[config.mk]
export PLATFORM = sky130hd
export DESIGN_NAME = reorder_buffer
export DESIGN_NICKNAME = d
export VERILOG_FILES = /design/src/rtl/reorder_buffer.sv
export SDC_FILE = /design/constraint.sdc
export NUM_CORES = 2
export LEC_CHECK = 0
export BUFFER_PORTS_ARGS = -buffer_cell sky130_fd_sc_hd__buf_4
export CAP_MARGIN = 20
export CORE_ASPECT_RATIO = 2
export CORE_MARGIN = 3
export CORE_UTILIZATION = 30
export DETAILED_ROUTE_END_ITERATION = 8
export PLACE_DENSITY = 0.54
export SYNTH_ARGS = -nofsm -noshare
export SYNTH_HDL_FRONTEND = slang
export SYNTH_SLANG_ARGS = --single-unit
export TNS_END_PERCENT = 20
[constraint.sdc]
create_clock -name clk_in -period 4.5 [get_ports clk_in]
set_clock_uncertainty 0.2 [all_clocks]
set_input_delay 0.225 -clock clk_in [delete_from_list [all_inputs] [get_ports clk_in]]
set_output_delay 0.225 -clock clk_in [all_outputs]
set_load 0.02 [all_outputs]
[src/rtl/reorder_buffer.sv]
// -----------------------------------------------------------------------------
// reorder_buffer
//   Circular in-order buffer of 2**ROB_WIDTH_BIT entries. Dispatch allocates
//   entries at the tail; the RS ALU and LSB result buses mark entries done;
//   the oldest entry retires to the register file once its result is known.
//   Two combinational dependency queries let dispatch pick up operands that are
//   already stored or are being broadcast this very cycle.
//
// Ports
//   clk_in, rst_in, rdy_in          clock, async active-high reset, pause
//   flush                           discard every entry (mispredict)
//   alloc_valid/rd/done/value       allocation request from dispatch
//   alloc_rob_id, full, empty       id the next allocation receives, occupancy
//   rs_ready/rob_id/value           RS ALU result bus
//   lsb_ready/rob_id/value          LSB result bus
//   q1_*, q2_*                      operand dependency queries
//   commit_valid/rob_id/rd/value    registered one-cycle retire pulse
// -----------------------------------------------------------------------------
module reorder_buffer #(
    parameter int ROB_WIDTH_BIT = 4
) (
    input  logic                     clk_in,
    input  logic                     rst_in,
    input  logic                     rdy_in,
    input  logic                     flush,

    input  logic                     alloc_valid,
    input  logic [4:0]               alloc_rd,
    input  logic                     alloc_done,
    input  logic [31:0]              alloc_value,
    output logic [ROB_WIDTH_BIT-1:0] alloc_rob_id,
    output logic                     full,
    output logic                     empty,

    input  logic                     rs_ready,
    input  logic [ROB_WIDTH_BIT-1:0] rs_rob_id,
    input  logic [31:0]              rs_value,
    input  logic                     lsb_ready,
    input  logic [ROB_WIDTH_BIT-1:0] lsb_rob_id,
    input  logic [31:0]              lsb_value,

    input  logic [ROB_WIDTH_BIT-1:0] q1_rob_id,
    output logic                     q1_ready,
    output logic [31:0]              q1_value,
    input  logic [ROB_WIDTH_BIT-1:0] q2_rob_id,
    output logic                     q2_ready,
    output logic [31:0]              q2_value,

    output logic                     commit_valid,
    output logic [ROB_WIDTH_BIT-1:0] commit_rob_id,
    output logic [4:0]               commit_rd,
    output logic [31:0]              commit_value
);

    localparam int W     = ROB_WIDTH_BIT;
    localparam int DEPTH = 1 << W;

    // Per-entry state
    logic [DEPTH-1:0] r_busy;
    logic [DEPTH-1:0] r_done;
    logic [4:0]       r_rd    [DEPTH];
    logic [31:0]      r_value [DEPTH];

    logic [W-1:0]     r_head;
    logic [W-1:0]     r_tail;
    logic [W:0]       r_count;

    logic             w_alloc;
    logic             w_commit;
    logic             w_rs_wr;
    logic             w_lsb_wr;
    logic [32:0]      w_q1;
    logic [32:0]      w_q2;

    assign full         = (r_count == (W+1)'(DEPTH));
    assign empty        = (r_count == '0);
    assign alloc_rob_id = r_tail;

    // full is the pre-edge view: a retire on the same edge does not free a slot
    assign w_alloc  = alloc_valid && !full;
    // Retire decision uses registered flags only, so a result seen on a bus
    // this cycle retires on the following edge at the earliest.
    assign w_commit = r_busy[r_head] && r_done[r_head];
    // Results for ids that are not in flight (stale after flush) are dropped
    assign w_rs_wr  = rs_ready  && r_busy[rs_rob_id];
    assign w_lsb_wr = lsb_ready && r_busy[lsb_rob_id];

    // Returns {ready, value}. Stored value beats the RS bus, which beats the LSB bus.
    function automatic logic [32:0] f_query(
        input logic        busy,
        input logic        done,
        input logic [31:0] stored,
        input logic        rs_hit,
        input logic        lsb_hit,
        input logic [31:0] rs_v,
        input logic [31:0] lsb_v
    );
        logic [32:0] res;
        res = '0;
        if (busy) begin
            if (done)         res = {1'b1, stored};
            else if (rs_hit)  res = {1'b1, rs_v};
            else if (lsb_hit) res = {1'b1, lsb_v};
        end
        return res;
    endfunction

    assign w_q1 = f_query(r_busy[q1_rob_id], r_done[q1_rob_id], r_value[q1_rob_id],
                          rs_ready && (rs_rob_id == q1_rob_id),
                          lsb_ready && (lsb_rob_id == q1_rob_id),
                          rs_value, lsb_value);
    assign w_q2 = f_query(r_busy[q2_rob_id], r_done[q2_rob_id], r_value[q2_rob_id],
                          rs_ready && (rs_rob_id == q2_rob_id),
                          lsb_ready && (lsb_rob_id == q2_rob_id),
                          rs_value, lsb_value);

    assign q1_ready = w_q1[32];
    assign q1_value = w_q1[31:0];
    assign q2_ready = w_q2[32];
    assign q2_value = w_q2[31:0];

    // Control state: pointers, occupancy, flags and the retire port.
    // NOTE: sequential state uses non-blocking assignments so every register
    // samples pre-edge values; later assignments in this block win (alloc
    // after writeback on the same entry).
    always_ff @(posedge clk_in or posedge rst_in) begin
        if (rst_in) begin
            r_busy        <= '0;
            r_done        <= '0;
            r_head        <= '0;
            r_tail        <= '0;
            r_count       <= '0;
            commit_valid  <= 1'b0;
            commit_rob_id <= '0;
            commit_rd     <= '0;
            commit_value  <= '0;
        end else if (rdy_in) begin
            if (flush) begin
                r_busy       <= '0;
                r_head       <= '0;
                r_tail       <= '0;
                r_count      <= '0;
                commit_valid <= 1'b0;
            end else begin
                if (w_rs_wr)  r_done[rs_rob_id]  <= 1'b1;
                if (w_lsb_wr) r_done[lsb_rob_id] <= 1'b1;

                if (w_commit) begin
                    commit_valid   <= 1'b1;
                    commit_rob_id  <= r_head;
                    commit_rd      <= r_rd[r_head];
                    commit_value   <= r_value[r_head];
                    r_busy[r_head] <= 1'b0;
                    r_head         <= r_head + 1'b1;
                end else begin
                    commit_valid   <= 1'b0;
                end

                // Tail slot is free whenever not full, so it never collides
                // with the head being retired.
                if (w_alloc) begin
                    r_busy[r_tail] <= 1'b1;
                    r_done[r_tail] <= alloc_done;
                    r_tail         <= r_tail + 1'b1;
                end

                case ({w_alloc, w_commit})
                    2'b10:   r_count <= r_count + (W+1)'(1);
                    2'b01:   r_count <= r_count - (W+1)'(1);
                    default: r_count <= r_count;
                endcase
            end
        end else begin
            // Paused: the retire pulse must not repeat
            commit_valid <= 1'b0;
        end
    end

    // Entry payload. NOTE: the rd/value storage has no reset; it is only ever
    // read behind busy/done flags, which are reset.
    always_ff @(posedge clk_in) begin
        if (rdy_in && !flush) begin
            if (w_rs_wr)  r_value[rs_rob_id]  <= rs_value;
            // LSB write comes second so it wins a same-id collision
            if (w_lsb_wr) r_value[lsb_rob_id] <= lsb_value;
            if (w_alloc) begin
                r_rd[r_tail]    <= alloc_rd;
                r_value[r_tail] <= alloc_value;
            end
        end
    end

endmodule

Word level (Yosys, flattened, before mapping)
Memories as Yosys holds them, arrays and structs flattened. A register that Yosys moved wholly into a read port is not among the register bits.
Cells that the tools add are included.
{ "totals": {"n_memories": 2, "ramBits": 592, "input_bits": 125, "reg_bits": 50, "word_cells": 123, "output_inout_bits": 114} }
{ "memory_table": {"columns": ["memory", "words", "width", "rd", "rd_clocked_by_memory_dff", "wr", "line_no", "source"], "rows": [
  ["r_value", 16, 32, 3, 1, 3, "62", "logic [31:0] r_value [DEPTH];"],
  ["r_rd", 16, 5, 1, 1, 1, "61", "logic [4:0] r_rd [DEPTH];"]
]} }
{ "op_classes": {"n_mux": 63, "eq_ne": 7, "order_cmp": 10, "addsub": 4, "bitwise": 6, "reduce_logical": 24} }
{ "op_table": {"columns": ["op", "count"], "rows": [
  ["33-bit 2-to-1 mux", 8],
  ["16-bit 2-to-1 mux", 12],
  ["16-bit bitwise OR", 3],
  ["1-bit binary-select mux with 4-bit select", 8],
  ["4-bit by 5-bit less-than comparator with 1-bit output, second input constant", 6],
  ["1-bit 2-to-1 mux", 24],
  ["16-bit AND", 1],
  ["16-bit bitwise mux", 1],
  ["1-bit demux with 4-bit select", 4],
  ["4-bit equality test", 4],
  ["4-bit by 1-bit >= comparator with 1-bit output, second input constant", 4],
  ["4-bit 2-to-1 mux", 4],
  ["16-bit NOT", 1],
  ["1-bit logical AND", 13],
  ["5-bit one-hot mux with 2 select lines", 1],
  ["4-bit by 1-bit adder with 4-bit output, second input constant", 2],
  ["2-bit AND reduction", 4],
  ["5-bit by 1-bit adder with 5-bit output, second input constant", 1],
  ["5-bit equality test, second input constant", 1],
  ["5-bit logical NOT", 1],
  ["5-bit 2-to-1 mux", 1],
  ["5-bit by 1-bit subtractor with 5-bit output, second input constant", 1],
  ["2-bit nonzero test", 2],
  ["3-bit AND reduction", 1],
  ["5 further kinds", 6]
]} }

Longest topological paths before layout
{ "logic_depth": {"word_depth": 14, "ltp_mapped": 13, "ltp_nobuf": 12} }

Worst setup path after synthesis
No wires, ideal clock.
{ "synth_timing": {"path_kind": "reg2reg", "from": "register r_tail[2], in the netlist alloc_rob_id[2]", "to": "register r_done[7]", "t_arrival_ns": 4.098, "path_slack_ns": 0.128, "period_less_slack_ns": 4.372, "n_path_buf": 1, "setup_time_ns": 0.074, "path_stages_with_launch": 6, "required_ns": 4.226, "path_cell_list": "dfrtp_1 clkbuf_1 nor3b_2 a22oi_1 o21ai_0 o32a_1"} }
{ "synth_via": {"elab_chain_cells": 6, "word_cells_on_any_way": 7, "classes_between": "order compare (2); mux (4); reduce/logical (1)"} }
{ "synth_lines": {"columns": ["item", "line_no", "source"], "rows": [
  ["start: declaration", "65", "logic [W-1:0] r_tail;"],
  ["start signal: assignment", "164", "r_tail <= r_tail + 1'b1;"],
  ["4-bit by 5-bit less-than comparator with 1-bit output (implied by the code) / 4-bit by 1-bit >= comparator with 1-bit output (equally long branches)", "163", "r_done[r_tail] <= alloc_done;"],
  ["1-bit logical AND (implied by the code)", "163", null],
  ["1-bit 2-to-1 mux (implied by the code)", "163", null],
  ["1-bit demux with 4-bit select (*)", "163", null],
  ["16-bit bitwise mux (*)", "163", null],
  ["16-bit 2-to-1 mux (*)", "161", "if (w_alloc) begin"],
  ["end signal: indexed assignment", "163", null],
  ["end: declaration", "60", "logic [DEPTH-1:0] r_done;"]
]} }
Mark *: on every way between the ends. The rest lies on a longest branch, timed or not.
A chain may end at the register's enable or synchronous reset.

Final worst setup path
{ "layout_timing": {"from": "register r_done[7]", "to": "output port q2_value[17]"} }
{ "layout_via": {"elab_chain_cells": 4} }
{ "layout_lines": {"columns": ["item", "line_no", "source"], "rows": [
  ["1-bit binary-select mux with 4-bit select", "112", "assign w_q2 = f_query(r_busy[q2_rob_id], r_done[q2_rob_id], r_value[q2_rob_id],"],
  ["1-bit 2-to-1 mux (implied by the code)", "112", null],
  ["33-bit 2-to-1 mux", "101", "if (done) res = {1'b1, stored};"],
  ["33-bit 2-to-1 mux", "100", "if (busy) begin"],
  ["end: declaration", "47", "output logic [31:0] q2_value,"]
]} }
Every way passes these cells. The select of a mux whose other input is x is not followed.

==> flow_summary.ini <==
[synth]
synth_xor_xnor_area_share_pct = 0.3680
avgSynthCellArea_um2 = 10.69
yosys-mux-area-fraction_pct = 27.55
number_of_distinct_standard_cells_referenced_by_the_synthesized_netlist = 73
async_reset_ff_share_pct = 12.81
synth.area.top_cells = sky130_fd_sc_hd__edfxtp_1, sky130_fd_sc_hd__mux4_2, sky130_fd_sc_hd__nand2_1
synth-edff-count = 592
synthDominantAreaCellType = sky130_fd_sc_hd__edfxtp_1
synthesized_area_fraction_occupied_by_ao_oa_aoi_and_oai_cells_pct = 11.26
synthFlopType = sky130_fd_sc_hd__edfxtp_1
synth-seq-cells = 679
netlist_top_cells_count = sky130_fd_sc_hd__nand2_1, sky130_fd_sc_hd__nor2_1, sky130_fd_sc_hd__edfxtp_1, sky130_fd_sc_hd__mux4_2, sky130_fd_sc_hd__a21oi_1
synth_simple_gate_area_share_pct = 13.27
yosysWarningCount = 0
synth_largest_type_area_fraction_pct = 37.35
synth-seq-area-share_pct = 41.92
yosys.cell_count.top_type = sky130_fd_sc_hd__nand2_1
syn-cell-area_um2 = 47600
adder_cell_fraction_of_synth_area_pct = 0.2629
synth_top_family_by_area = multiplexers
mappedNetlistNets = 4586
post_synth_inst_count = 4451

[sta]
slew_violations = 0
fmax_mhz = 248.5
rsz0062_at_grt = false
final_min_period_over_clock_period_pct = 89.41
finalHoldViolations = 0
period_needed_ns = 4.023
tightestPinTransition_ns = 1.234
slew_headroom_pct = 17.70
fin_setup_tns_ns = 0
setup_ws_ns = 0.4766
setup_viol = 0

[die]
placeableCoreArea_um2 = 157500
die-height_um = 569.3
num_io_pins = 239
initial_core_util_pct = 30.22
num_rows = 206
die_width_um = 287.7
die_area_um2 = 163800

[clock_tree]
clk-insertion-delay-late_ns = 0.67
cts_root_buffer = sky130_fd_sc_hd__clkbuf_16
cts-buffers-inserted = 66
cts.htree.levels = 3
cts.sinks = 679
clk_pin_slew_ns = 0.07
cts-root-to-sink-buffers = 3
clock_tree_from_tritoncts = built
post-cts-setup-buffers = 0

[global_route]
grt_usage_pct = 28.37
grt_pass1_vias = 41950
grt_pass1_wl_um = 326300
antenna_found_initial = 19
pin_count_of_the_biggest_net_entering_global_routing = 90
grt_overflow_total = 0

[worst_setup_path]
worst_path_max_delay_cell = sky130_fd_sc_hd__buf_4
timing.critical_path.to_type = output pin
cp.arrival_ns = 3.60
worst_ep_required_time_ns = 4.07
path_class = flop to output pin
timing.critical_path.slowest_cell_delay_ns = 0.63
timing.critical_path.cells = mux4_2, mux2i_1, nand2_1, o21ai_4, buf_4, nor2_1, a211oi_1, buf_4
critPathMaxFanout = 46
cp-start-kind = flop
cp_common_cell = sky130_fd_sc_hd__buf_4

[placed_design]
numPortBuffers = 238
dp_slack_ns = 0.8649
place_hpwl_um = 141900
placed_cells_incl_taps = 6356
gp_congestion = 0.9195

[routing]
drt-total-wl_um = 238100
detail-route-antenna-nets = 0
detail_route.first_pass.iterations = 9
drt_drc_violations_left = 0
iter_0_drt_violations = 6748
routed_via_density = 6.468
route.vias.total = 43070
wire_per_inst_um = 35.75

[layout]
final_nets = 4652
syn2layout_area_growth_pct = 16.80
final_core_util_pct = 35.30
final_layout_size_suffix_gt1_share_pct = 25.24
number_of_standard_cells_in_the_layout_taps_in_and_fillers_out = 6660

[power_and_ir_drop]
power_per_cell_area_nw_per_um2 = 341.3
leakage_nw = 19.50
peakVddDrop_mv = 0.4839

[outcome]
status = completed

[job]
max-cap-violations = 0

[worst_hold_path]
min_path_type = input port to asynchronous set/reset pin
## repair_timing
action | in CTS | in global routing
endpoints found under the setup margin | 0 | 0
hold endpoints to repair | 676 | 0
resized for setup | 0 | 0
hold buffers | 172 | 0
## stage by stage
step           area [µm²]  hold WS (ns)  power (mW)
6_report            55590       0.05153       18.98
5_1_grt             55580        0.1098       19.50
4_1_cts             55560       0.08737       19.00
3_5_place_dp        51640        0.2414       12.92
3_3_place_gp        51640        0.2322       12.88
2_1_floorplan       47600        0.1239       11.02
## cell usage in the layout, fill, tap and decap left out, types with 10 or more instances in the layout
cell type / Yosys / final
sky130_fd_sc_hd__edfxtp_1: 592 / 592
sky130_fd_sc_hd__mux4_2: 529 / 529
sky130_fd_sc_hd__a22oi_1: 12 / 12
sky130_fd_sc_hd__dlygate4sd3_1: 0 / 172
sky130_fd_sc_hd__xor2_1: 12 / 12
sky130_fd_sc_hd__dfrtp_1: 87 / 84
sky130_fd_sc_hd__ha_1: 10 / 10
sky130_fd_sc_hd__nand2_1: 872 / 852
sky130_fd_sc_hd__a21oi_1: 457 / 457
sky130_fd_sc_hd__mux2_2: 41 / 41
sky130_fd_sc_hd__clkbuf_1: 286 / 16
sky130_fd_sc_hd__nand2_2: 0 / 17
sky130_fd_sc_hd__a31oi_1: 301 / 301
sky130_fd_sc_hd__a211oi_1: 68 / 68
sky130_fd_sc_hd__nand3_1: 20 / 10
sky130_fd_sc_hd__o21ai_4: 1 / 12
sky130_fd_sc_hd__nor2_4: 5 / 19
sky130_fd_sc_hd__buf_12: 0 / 40
sky130_fd_sc_hd__o21ai_0: 39 / 28
sky130_fd_sc_hd__buf_4: 13 / 347
sky130_fd_sc_hd__nor2_1: 603 / 597
sky130_fd_sc_hd__inv_1: 33 / 29
sky130_fd_sc_hd__mux2i_1: 72 / 72
sky130_fd_sc_hd__clkbuf_16: 0 / 66
sky130_fd_sc_hd__diode_2: 0 / 11
## critical path, delay by kind of cell, from the launching register on
| kind | cells | cell delay [ns] |
|---|---|---|
| buf+inv | 2 | 0.87 |
| mux | 2 | 0.66 |
| compound gates | 2 | 0.59 |
| flops | 1 | 0.54 |
| simple gates | 2 | 0.23 |
## cell type report
class | count | area, µm²
fill | 15400 | 101900
clock inverter | 33 | 410.4
inverter | 36 | 140.1
timing repair buffer | 564 | 5191
sequential | 679 | 19970
antenna | 11 | 27.53
tap | 2080 | 2603
multi-input combinational | 3170 | 25480
clock buffer | 87 | 1780
## registers in the layout, summed over array words and instances (netlist names)
name	flops
r_rd	80
r_value	512
commit_rd	5
commit_rob_id	4
r_done	16
commit_value	32
r_busy	16
commit_valid	1
r_count	5
alloc_rob_id	4
r_head	4
## cell families (layout without fill, tap and decap cells)
kind of cell               count (synthesis)  after routing
AOI/OAI and AO/OA                        921            921
other                                      0             11
DFF                                      679            679
buffers and inverters                    602            720
adders and majority gates                 10             10
muxes                                    643            643
xor gates and xnor gates                  20             20
and+or+nand+nor                         1576           1576
## final timing paths
check / from / to / slack (ns) / cells after the start
worst max-delay path: r_done[7] / q2_value[17] / 0.48 / 8
worst min-delay path: rst_in / commit_value[15] / 0.05 / 3
worst max register to register: r_busy[7] / r_value[15][14] / 0.53 / 10
worst min register to register: commit_rob_id[3] / commit_rob_id[3] / 0.28 / 2
max in group asynchronous: rst_in / commit_value[1] / 2.97 / 4
min in group clk_in: rs_ready / r_done[10] / 0.13 / 7
## metal layers
metal	wire (µm)	track usage (%)	up-vias
met1	75750	32.32	21230
met3	30310	7.569	1176
met2	108800	45.02	3871
met5	42	0	-
met4	23140	22.15	8
li1	-	-	16790
## power breakdown
group / total [mW] / switching [mW] / leakage (nW) / internal (mW)
clock: 6.04 / 2.85 / 1.04 / 3.19
sequential: 7.44 / 0.290 / 6.45 / 7.15
combinational: 5.50 / 2.98 / 12.0 / 2.52
total: 19.0 / 6.12 / 19.5 / 12.9
Note: power is estimated with default switching activity, not from simulation.
